## config.mk

```make
export PLATFORM = sky130hd
export DESIGN_NAME = return_addr_stack
export DESIGN_NICKNAME = d
export VERILOG_FILES = /design/src/rtl/cpu_pkg.sv /design/src/rtl/ras_mem.sv /design/src/rtl/return_addr_stack.sv
export SDC_FILE = /design/constraint.sdc
export NUM_CORES = 1
export LEC_CHECK = 0
export CORE_AREA = 3 3 120 122
export DETAILED_ROUTE_END_ITERATION = 8
export DIE_AREA = 0 0 123 125
export GPL_TIMING_DRIVEN = 0
export PLACE_DENSITY = 0.69
export REMOVE_ABC_BUFFERS = 1
export SETUP_SLACK_MARGIN = 0.5
export SLEW_MARGIN = 40
export SYNTH_ARGS = -nofsm -noshare
export SYNTH_HDL_FRONTEND = slang
export SYNTH_SLANG_ARGS = --single-unit
```

## constraint.sdc

```tcl
create_clock -name clk -period 5 [get_ports clk]
set_clock_uncertainty 0.15 [all_clocks]
set_input_delay 1.5 -clock clk [delete_from_list [all_inputs] [get_ports clk]]
set_output_delay 1.5 -clock clk [all_outputs]
set_load 0.02 [all_outputs]
```

## src/rtl/cpu_pkg.sv

```systemverilog
// Shared CPU constants and the return-stack operation encoding.
package cpu_pkg;

    localparam int XLEN      = 19;
    localparam int RAS_DEPTH = 8;

    // Bit order matches the {push, pop} concatenation used to decode it.
    typedef enum logic [1:0] {
        RAS_NONE    = 2'b00,
        RAS_POP     = 2'b01,
        RAS_PUSH    = 2'b10,
        RAS_REPLACE = 2'b11
    } ras_op_e;

endpackage

```

## src/rtl/ras_mem.sv

```systemverilog
// Return-stack storage: register array, one synchronous write port,
// one asynchronous read port. Contents are deliberately not reset.
module ras_mem #(
    parameter int DATA_W = 19,
    parameter int DEPTH  = 8,
    parameter int PTR_W  = $clog2(DEPTH)
) (
    input  logic              clk,
    input  logic              we,
    input  logic [PTR_W-1:0]  wAddr,
    input  logic [DATA_W-1:0] wData,
    input  logic [PTR_W-1:0]  rAddr,
    output logic [DATA_W-1:0] rData
);

    logic [DATA_W-1:0] mem [DEPTH];

    // Write the addressed entry when enabled.
    always_ff @(posedge clk) begin
        if (we) begin
            mem[wAddr] <= wData;
        end
    end

    assign rData = mem[rAddr];

endmodule

```

## src/rtl/return_addr_stack.sv

```systemverilog
// Call/return address stack for the decode stage: circular storage with
// push, pop, replace (push+pop), flush, occupancy and sticky error flags.
module return_addr_stack
    import cpu_pkg::*;
#(
    parameter int DATA_W   = XLEN,
    parameter int DEPTH    = RAS_DEPTH,
    parameter int OVF_WRAP = 0,
    parameter int PTR_W    = $clog2(DEPTH)
) (
    input  logic              clk,
    input  logic              rst,
    input  logic              flush,
    input  logic              push,
    input  logic              pop,
    input  logic [DATA_W-1:0] push_data,
    input  logic              clear_err,
    output logic [DATA_W-1:0] top_data,
    output logic              top_valid,
    output logic [PTR_W:0]    count,
    output logic              full,
    output logic              empty,
    output logic              overflow_err,
    output logic              underflow_err
);

    localparam logic [PTR_W:0]   FULL_CNT = (PTR_W+1)'(DEPTH);
    localparam logic [PTR_W:0]   CNT_ONE  = (PTR_W+1)'(1);
    localparam logic [PTR_W-1:0] PTR_ONE  = PTR_W'(1);

    ras_op_e           op;
    logic [PTR_W-1:0]  tos;
    logic [PTR_W-1:0]  nextTos;
    logic [PTR_W-1:0]  tosInc;
    logic [PTR_W-1:0]  wAddr;
    logic [PTR_W:0]    cnt;
    logic [PTR_W:0]    nextCnt;
    logic              we;
    logic              isFull;
    logic              isEmpty;
    logic              setOvf;
    logic              setUnf;
    logic              ovfErr;
    logic              unfErr;
    logic [DATA_W-1:0] rdData;

    assign op      = ras_op_e'({push, pop});
    assign isFull  = (cnt == FULL_CNT);
    assign isEmpty = (cnt == '0);
    assign tosInc  = tos + PTR_ONE;

    ras_mem #(
        .DATA_W (DATA_W),
        .DEPTH  (DEPTH),
        .PTR_W  (PTR_W)
    ) uMem (
        .clk   (clk),
        .we    (we),
        .wAddr (wAddr),
        .wData (push_data),
        .rAddr (tos),
        .rData (rdData)
    );

    // Next pointer/count, write strobe and error-set events for this cycle.
    always_comb begin
        nextTos = tos;
        nextCnt = cnt;
        we      = 1'b0;
        wAddr   = tos;
        setOvf  = 1'b0;
        setUnf  = 1'b0;
        if (flush) begin
            nextTos = '0;
            nextCnt = '0;
        end else begin
            unique case (op)
                RAS_PUSH: begin
                    if (isEmpty) begin
                        // Empty stack: tos already names the free slot.
                        we      = 1'b1;
                        wAddr   = tos;
                        nextCnt = CNT_ONE;
                    end else if (!isFull) begin
                        we      = 1'b1;
                        wAddr   = tosInc;
                        nextTos = tosInc;
                        nextCnt = cnt + CNT_ONE;
                    end else begin
                        setOvf = 1'b1;
                        if (OVF_WRAP != 0) begin
                            // When full, tos+1 is the oldest entry: overwrite it.
                            we      = 1'b1;
                            wAddr   = tosInc;
                            nextTos = tosInc;
                        end
                    end
                end
                RAS_POP: begin
                    if (isEmpty) begin
                        setUnf = 1'b1;
                    end else begin
                        nextTos = tos - PTR_ONE;
                        nextCnt = cnt - CNT_ONE;
                    end
                end
                RAS_REPLACE: begin
                    we    = 1'b1;
                    wAddr = tos;
                    if (isEmpty) begin
                        setUnf  = 1'b1;
                        nextCnt = CNT_ONE;
                    end
                end
                default: begin
                end
            endcase
        end
    end

    // Pointer and occupancy registers.
    always_ff @(posedge clk or negedge rst) begin
        if (!rst) begin
            tos <= '0;
            cnt <= '0;
        end else begin
            tos <= nextTos;
            cnt <= nextCnt;
        end
    end

    // Sticky error flags; a set event outranks a simultaneous clear.
    always_ff @(posedge clk or negedge rst) begin
        if (!rst) begin
            ovfErr <= 1'b0;
            unfErr <= 1'b0;
        end else begin
            ovfErr <= setOvf | (ovfErr & ~clear_err);
            unfErr <= setUnf | (unfErr & ~clear_err);
        end
    end

    assign top_data      = isEmpty ? '0 : rdData;
    assign top_valid     = ~isEmpty;
    assign count         = cnt;
    assign full          = isFull;
    assign empty         = isEmpty;
    assign overflow_err  = ovfErr;
    assign underflow_err = unfErr;

endmodule

```

==> results.toml <==
[layout]
diodes = 0
fillers = 955
drive_gt1_share_pct = 26.4
layout.nets = 469
area_growth_pct = 23.1

[sta]
worst_slew_pin_slew_ns = 0.872
fin_crit_ns = 4.35
hold_violations = 0
worst_slack_ns = 0.647
setup_violations = 0
fmax_mhz = 230
slew_violations = 0
period_share_pct = 87.1
hold_ws_ns = 0.380
final.setup.tns_ns = 0
rsz0062_at_grt = "true"
slew_headroom_pct = 41.3

[clock_network]
cts_tree = "built"
root_buffer = "clkbuf_16"
clk_pin_slew_ns = 0.06
htreeDepth = 4
postCtsHoldBufs = 0
cts_sinks = 161
insertion_delay_ns = 0.42
cts_made_buffers = 17
ctsLongestPathBuffers = 2

[floorplan]
row_count = 42
boundaryPins = 53
core_area_sq_mm = 0.0133
fp.dieW_um = 123
dieHeight_um = 125
die_area_sq_mm = 0.0154
start_util_pct = 50.1

[worst_setup_path]
cp_num_buf_inv = 3
critical-path-max-stage-delay_ns = 0.55
cp-start-kind = "flop"
path_cells = "inv_1 > ha_1 > or3b_4 > inv_8 > nor2_1 > clkdlybuf4s50_1"
required_ns = 3.35
cp_slowest_cell = "clkdlybuf4s50_1"
crit_type = "reg -> out"
cp_top_family = "buffers and inverters"
worstPathArrival_ns = 2.70
r2r_start = "count[0]$_DFFE_PN0P_"
end_kind = "output pin"
worstPathMaxFanout = 23
r2r_slack_ns = 1.62
rr_worst_depth = 9
rr_endpoint = "uMem.mem[7][12]$_DFFE_PP_"

[grt]
grt_util_met3_pct = 4.02
antenna_found_initial = 0
grt_max_degree = 36
grtUsageMet2_pct = 28.9
use_met1_pct = 25.7
grt_util_all_layers_pct = 18.5
gr-total-overflow = 0
grt_pass1_wl_mm = 21.0
busiest_layer = "met2"
grt_pass1_vias = 3692

[power]
p_sw_share_pct = 26.2
power.switching_mw = 0.913
peakVddDrop_mv = 0.300
internal_power_mw = 2.58
pwr-share-seq_pct = 45.2
leakage_nw = 2.69
p_clk_share_pct = 33.1
power.density_mw_per_mm2 = 426
total_power_mw = 3.49
p_comb_share_pct = 21.7

[synthesis]
avgSynthCellArea_sq_um = 18.9
synthCells = 352
ys_dominant_reg_cell = "edfxtp_1"
ys_async_sr_fraction_pct = 5.59
synth_area_sq_mm = 0.00666
synth_warnings = 0
synth-edff-count = 152
yosysSeqAreaShare_pct = 72.0
ys_ff_latch = 161
synth_cell_types = 45

[routing]
first_pass_iters = 4
wl_mm = 13.3
via_per_inst = 5.69
drt-initial-drc-count = 298
route.detailed.drc = 0
avgRoutedWirePerCell_um = 21.2
final_antenna_net_count = 0
dr_total_vias = 3559

[placed_design]
io_buffer_count = 52
gp_congestion = 0.852
pre_cts_slack_ns = 0.223
place_hpwl_mm = 8.93

[hold_path]
min_from = "underflow_err$_DFF_PN0_"
hold_end = "underflow_err$_DFF_PN0_"
holdCritPathClass = "reg -> reg"
whs_path_depth = 2

[flow_run]
maxCapViolCount = 0

[status]
status = "complete, no violations"
-- cells by family after synthesis --
family | synth area share (%)
flops | 72.0
mux | 16.3
fa+ha+maj | 1.32
simple gates | 3.84
xor+xnor | 0.395
buf+inv | 2.43
compound gates | 3.72
-- cell usage in the layout (no fill, tap or decap), types with 2 or more instances in the layout --
cell type and count:
a211oi_1 3, a211oi_2 2, a21oi_1 6, a31oi_1 2, and3_1 2, buf_12 2
buf_2 8, buf_4 22, buf_6 3, clkbuf_1 3, clkbuf_16 17, clkdlybuf4s50_1 52
clkinv_1 3, clkinv_2 3, clkinvlp_4 5, dfrtp_1 6, dfrtp_4 2, edfxtp_1 152
ha_1 7, inv_1 14, mux2i_1 22, mux4_2 38, nand2_1 2, nor2_1 28
nor2b_1 3, nor3_2 7, o21ai_0 4, o22ai_1 2, o32ai_1 2, xnor2_1 2
-- area by class of cell --
type / instances / area [sq um] / area share (%)
sequential: 161 / 4800 / 58.6
multi-input combinational: 154 / 1750 / 21.4
timing repair buffer: 88 / 827 / 10.1
clock buffer: 20 / 437 / 5.33
tap: 176 / 220 / 2.69
clock inverter: 12 / 93.8 / 1.15
inverter: 15 / 63.8 / 0.779
-- worst reg2reg max path: cells and delay by family, from the launching register on --
family,cells,cell delay [ns]
and+or+nand+nor,2,0.77
muxes,1,0.28
AOI/OAI and AO/OA,1,0.45
buffers and inverters,4,0.67
DFF,1,0.45
adders and majority gates,1,0.31
-- power groups by stage --
stage               registers, mW  logic (mW)  clock network [mW]
finish                       1.58       0.757                1.16
CTS                          1.59       0.739                1.18
global route                 1.58       0.814                1.24
global placement             1.67       0.640                   0
floorplan                    1.64       0.394                   0
detailed placement           1.62       0.726                   0
-- metal layers --
layer | vias up | part of all wire [%]
met5 | - | 0
met4 | 0 | 2.0
met3 | 22 | 4.3
met2 | 100 | 51
met1 | 1838 | 43
li1 | 1599 | -
-- through the flow --
stage,std cells,utilization [%],cell area [sq um]
finish,626,61.6,8190
global route,626,61.6,8190
detailed placement,589,57.2,7610
floorplan,330,-,6550
CTS,621,61.3,8150
global placement,558,54.8,7290
-- cells in the mapped netlist, types with 2 or more instances --
cell type	n	area, sq um
dfrtp_1	9	225
buf_2	6	30.0
buf_1	3	11.3
clkbuf_1	11	41.3
a211oi_1	3	22.5
a31oi_1	2	12.5
and3_1	2	12.5
o32ai_1	2	17.5
a21oi_1	6	30.0
nand2_1	2	7.51
mux4_2	38	856
mux2i_1	22	220
nor2_1	28	105
o22ai_1	2	12.5
edfxtp_1	152	4560
a211oi_2	2	25.0
nor3_1	8	40.0
inv_1	14	52.6
xnor2_1	2	17.5
buf_6	2	22.5
nor2b_1	3	18.8
o21ai_0	4	20.0
ha_1	7	87.6
-- state kept, by name, summed over array words and instances, names as in the netlist --
| register | count |
|---|---|
| overflow_err | 1 |
| tos | 3 |
| count | 4 |
| underflow_err | 1 |
| uMem.mem | 152 |
-- worst max-delay path by stage --
stage	slack, ns	start	endpoint	cells past startpoint
finish	0.65	count[0]$_DFFE_PN0P_	top_data[6]	6
global route	0.48	pop	uMem.mem[0][1]$_DFFE_PP_	8
CTS	0.56	tos[0]$_DFFE_PN0P_	top_data[6]	5
detailed placement	0.22	push	uMem.mem[7][2]$_DFFE_PP_	9
global placement	-2.07	tos[0]$_DFFE_PN0P_	uMem.mem[0][2]$_DFFE_PP_	5
floorplan	0.13	tos[0]$_DFFE_PN0P_	uMem.mem[0][0]$_DFFE_PP_	5
-- timing repair --
action | in CTS | in global routing
gates resized for setup | 4 | 1
setup buffers | 0 | 5
endpoints found under the setup margin | 20 | 7
No activity file was read; power rests on OpenSTA's default activity.
